==> src/rtl/alu_input_sequencer.sv <==
// Operand-entry sequencer: debounces enter/undo buttons and issues registered ALU load strobes.
// Optional undo handling is enabled by defining SEQ_UNDO_EN.
module alu_input_sequencer #(
    parameter int unsigned DEBOUNCE_CYCLES = 16
) (
    input  logic       clk,
    input  logic       reset_n,
    input  logic       btn_enter,
    input  logic       btn_undo,
    output logic       load_A,
    output logic       load_B,
    output logic       load_Op,
    output logic       updateRes,
    output logic [3:0] state_leds
);

    localparam logic [1:0] S_WAIT_A   = 2'd0;
    localparam logic [1:0] S_WAIT_B   = 2'd1;
    localparam logic [1:0] S_WAIT_OP  = 2'd2;
    localparam logic [1:0] S_SHOW_RES = 2'd3;

`ifdef SEQ_UNDO_EN
    localparam int unsigned NBTN = 2;
`else
    localparam int unsigned NBTN = 1;
`endif
    localparam int unsigned     CW       = $clog2(DEBOUNCE_CYCLES);
    localparam logic [CW-1:0]   CNT_LAST = CW'(DEBOUNCE_CYCLES - 1);

    logic [NBTN-1:0] btn_raw;
    logic [NBTN-1:0] sync_q1;
    logic [NBTN-1:0] sync_q2;
    logic [NBTN-1:0] deb_level;
    logic [NBTN-1:0] deb_prev;
    logic [NBTN-1:0] press;
    logic [CW-1:0]   stab_cnt [NBTN];

    logic       enter_ev;
    logic       undo_ev;
    logic [1:0] state_q;
    logic [1:0] state_d;
    logic       load_a_d;
    logic       load_b_d;
    logic       load_op_d;

`ifdef SEQ_UNDO_EN
    assign btn_raw = {btn_undo, btn_enter};
    assign undo_ev = press[1];
`else
    logic unused_undo;
    assign unused_undo = btn_undo;
    assign btn_raw     = btn_enter;
    assign undo_ev     = 1'b0;
`endif

    // Level is accepted only after DEBOUNCE_CYCLES consecutive differing synchronized samples.
    always_ff @(posedge clk or negedge reset_n) begin
        if (!reset_n) begin
            sync_q1   <= '0;
            sync_q2   <= '0;
            deb_level <= '0;
            deb_prev  <= '0;
            for (int unsigned i = 0; i < NBTN; i++) begin
                stab_cnt[i] <= '0;
            end
        end else begin
            sync_q1  <= btn_raw;
            sync_q2  <= sync_q1;
            deb_prev <= deb_level;
            for (int unsigned i = 0; i < NBTN; i++) begin
                if (sync_q2[i] == deb_level[i]) begin
                    stab_cnt[i] <= '0;
                end else if (stab_cnt[i] == CNT_LAST) begin
                    deb_level[i] <= sync_q2[i];
                    stab_cnt[i]  <= '0;
                end else begin
                    stab_cnt[i] <= stab_cnt[i] + 1'b1;
                end
            end
        end
    end

    assign press    = deb_level & ~deb_prev;
    assign enter_ev = press[0];

    always_comb begin
        state_d   = state_q;
        load_a_d  = 1'b0;
        load_b_d  = 1'b0;
        load_op_d = 1'b0;
        if (enter_ev) begin
            case (state_q)
                S_WAIT_A: begin
                    load_a_d = 1'b1;
                    state_d  = S_WAIT_B;
                end
                S_WAIT_B: begin
                    load_b_d = 1'b1;
                    state_d  = S_WAIT_OP;
                end
                S_WAIT_OP: begin
                    load_op_d = 1'b1;
                    state_d   = S_SHOW_RES;
                end
                default: state_d = S_WAIT_A;
            endcase
        end else if (undo_ev) begin
            case (state_q)
                S_SHOW_RES: state_d = S_WAIT_OP;
                S_WAIT_OP:  state_d = S_WAIT_B;
                default:    state_d = S_WAIT_A;
            endcase
        end
    end

    always_ff @(posedge clk or negedge reset_n) begin
        if (!reset_n) begin
            state_q   <= S_WAIT_A;
            load_A    <= 1'b0;
            load_B    <= 1'b0;
            load_Op   <= 1'b0;
            updateRes <= 1'b0;
        end else begin
            state_q   <= state_d;
            load_A    <= load_a_d;
            load_B    <= load_b_d;
            load_Op   <= load_op_d;
            updateRes <= load_Op;
        end
    end

    assign state_leds = 4'b0001 << state_q;

endmodule

==> config.mk <==
export PLATFORM = sky130hd
export DESIGN_NAME = alu_input_sequencer
export DESIGN_NICKNAME = d
export VERILOG_FILES = /design/src/rtl/alu_input_sequencer.sv
export SDC_FILE = /design/constraint.sdc
export NUM_CORES = 1
export LEC_CHECK = 0
export BUFFER_PORTS_ARGS = -buffer_cell sky130_fd_sc_hd__buf_2
export CORE_MARGIN = 10
export CORE_UTILIZATION = 30
export CTS_BUF_LIST = sky130_fd_sc_hd__clkbuf_8
export CTS_CLUSTER_SIZE = 10
export DETAILED_ROUTE_END_ITERATION = 8
export GPL_ROUTABILITY_DRIVEN = 0
export GPL_TIMING_DRIVEN = 1
export PLACE_DENSITY = 0.57
export SYNTH_ARGS = -nofsm -noshare
export SYNTH_HDL_FRONTEND = slang
export SYNTH_SLANG_ARGS = --single-unit
==> constraint.sdc <==
create_clock -name clk -period 2.33 [get_ports clk]
set_input_delay 0.1165 -clock clk [delete_from_list [all_inputs] [get_ports clk]]
set_output_delay 0.1165 -clock clk [all_outputs]
set_load 0.02 [all_outputs]
==> summary.txt <==
initial antenna violation count: 0
adder-cell share of the synthesized area: 11.2%
Hold Crit Class: input pin to async pin
critical path arrival: 1.09 ns
total grt overflow: 0
max_slew headroom: 71.9%
CP Launch Type: register
Core ar.: 0.00175 mm²
Critical-path top delay cell: dfrtp_1
Post-Syn Nets: 50
grt met3 use: 2.65%
drt wl/cell: 10.8 µm
Worst Path Buf+Inv: 2
Initial Util: 32.0%
CTS buffer count: 3
DRT Pass-1 Iters: 2
vias in the first global route: 314
Initial DRC Count: 3
post-synthesis simple-gate area fraction: 12.8%
YS warnings: 0
first-pass GRT wire length: 1470 µm
ANT nets after route: 0
Nets: 67
Logic pwr share: 4.4%
die height: 63.1 µm
cts repair resizes: 0
switching share of power: 19.6%
CP startpoint: state_q[1]$_DFFE_PN0P_
most common cell after layout, fill and taps aside: dfrtp_1
crit path max fanout: 3
max-slew violations: 0
GRT Util Overall: 4.96%
multiplexer share of the synthesized area: 2.69%
maximum clock frequency: 0.830 GHz
H-tree lvl count: 1
Internal: 410 µW
CTS tree: done
Power Density: 713 mW/mm²
Die Area: 0.00399 mm²
outcome: finished, final reports clean
synthesized area per cell: 13.6 µm²
clock latency on the worst-skew pair: 0.24 ns
clock-pin slew on the worst setup and hold paths: 0.06 ns
IO buf count: 10
Synth Area in Compound Gates: 5.38%
DRC: 0
M2 GR Usage: 6.85%
post-DP HPWL: 610 µm
P_leak: 0.361 nW
Synth Instances: 41
# Post-CTS Setup Buffers: 0
Setup TNS Final: 0 ns
worst r2r src: stab_cnt[0]$_DFF_PN0_
clk buf depth: 2
Final Critical Period: 1.20 ns
clk root buf: clkbuf_8
mapped cell area: 558 µm²
CP required: 2.21 ns
largest net degree at the start of global routing: 15
layout cells sized above 1: 29.8%
Vias: 331
sequential fraction of design power: 50.1%
Synth Area in XOR/XNOR: 3.14%
row cnt: 15
Worst-Margin Slew: 0.419 ns
Cell Count, Final, Fillers Out: 82
CP Capture Type: output port
clock share of power: 45.5%
cell chain of the critical path: inv_1 -> ha_1 -> buf_2
fin crit share: 51.7%
final wirelength: 885 µm
n_diodes: 0
Hold Vio Cnt, Final: 0
I/O Pins: 12
largest family of logic cells by synthesized area: simple AND/OR/NAND/NOR gates
Max stage delay on crit path: 0.40 ns
die width: 63.1 µm
critical path class: register to output port
Global Route met1 Usage: 4.81%
Worst VDD drop: 352 µV
Sink Count: 14
Seq cells post-synth: 14
Area Growth Syn to Fin: 28.0%
RSZ-0062 raised after global routing: no
most frequent cells in the layout: dfrtp_1, buf_2, ha_1, o21ai_0, clkbuf_8
synth unique cells: 15
via/cell ratio: 4.04
Inst Count DP: 76
Seq/Total Area, Yosys: 62.8%
MaxCap Viol Count: 0
Max Clock Skew: 0.00167 ns
Top delay family on crit path: flip-flops
setup violators final: 0
most used routing layer: met2
net switching power: 99.9 µW
-- through the flow --
| stage | utilization, % | power, mW | hold WS, ns | setup slack [ns] | area [µm²] |
|---|---|---|---|---|---|
| 2_1_floorplan | - | 0.271 | -0.179 | 1.21 | 558 |
| 5_1_grt | 40.9 | 0.536 | 0.337 | 1.06 | 714 |
| 4_1_cts | 40.9 | 0.522 | 0.304 | 1.11 | 714 |
| 6_report | 40.9 | 0.510 | 0.301 | 1.13 | 714 |
| 3_3_place_gp | 36.6 | 0.280 | 0.0273 | 1.18 | 639 |
| 3_5_place_dp | 36.6 | 0.280 | 0.0335 | 1.17 | 639 |
-- metal layers --
layer | wire length, µm | vias to the layer above
met3 | 58 | 4
met4 | 29 | 0
met5 | 0 | -
met1 | 401 | 151
met2 | 396 | 7
li1 | - | 169
-- timing repair --
item | in CTS | in global routing
endpoints found under the hold margin | 15 | 0
hold buffers | 2 | 0
endpoints found under the setup margin | 0 | 0
-- cell usage after synthesis, drive strengths merged --
| master | instances | area share, % |
|---|---|---|
| nand2 | 1 | 0.67 |
| nand3 | 1 | 1.8 |
| ha | 5 | 11 |
| nand4b | 1 | 1.6 |
| nor2 | 1 | 0.67 |
| xnor2 | 2 | 3.1 |
| nor3b | 1 | 2.2 |
| a21oi | 2 | 1.8 |
| nor2b | 1 | 1.1 |
| and2 | 3 | 3.4 |
| and2b | 1 | 1.3 |
| dfrtp | 14 | 63 |
| o21ai | 4 | 3.6 |
| mux2 | 1 | 2.7 |
| inv | 3 | 2.0 |
-- flip-flops by register name, indices dropped and copies added, names as in the netlist --
register,count
deb_level,1
deb_prev,1
load_A,1
load_B,1
load_Op,1
stab_cnt,4
state_q,2
sync_q1,1
sync_q2,1
updateRes,1
-- cell families after synthesis --
group           count (synthesis)
compound gates                  6
xor+xnor                        2
mux                             1
flops                          14
simple gates                   10
buf+inv                         3
fa+ha+maj                       5
-- final cells by class --
type	instances	area, µm²
multi-input cells	24	196
clock buffers	4	55.1
well taps	25	31.3
flip-flops and latches	14	350
inverters	3	11.3
repair buffers	12	70.1
fillers	157	1030
-- power groups by stage --
stage	logic, mW	registers [mW]	clock network, mW
5_1_grt	0.0260	0.256	0.254
3_5_place_dp	0.0205	0.259	0
3_3_place_gp	0.0204	0.259	0
2_1_floorplan	0.0120	0.259	0
6_report	0.0223	0.255	0.232
4_1_cts	0.0233	0.255	0.243
-- final timing paths --
kind | end | slack [ns] | cells after the start
setup / recovery | state_leds[0] | 1.13 | 3
hold / removal | sync_q2$_DFF_PN0_ | 0.30 | 2
setup reg to reg | deb_level$_DFFE_PN0P_ | 1.16 | 3
hold reg to reg | sync_q2$_DFF_PN0_ | 0.35 | 0
max in group asynchronous | load_B$_DFF_PN0_ | 1.80 | 2
min in group clk | sync_q2$_DFF_PN0_ | 0.35 | 0
Power figures use the tool's default switching activity.
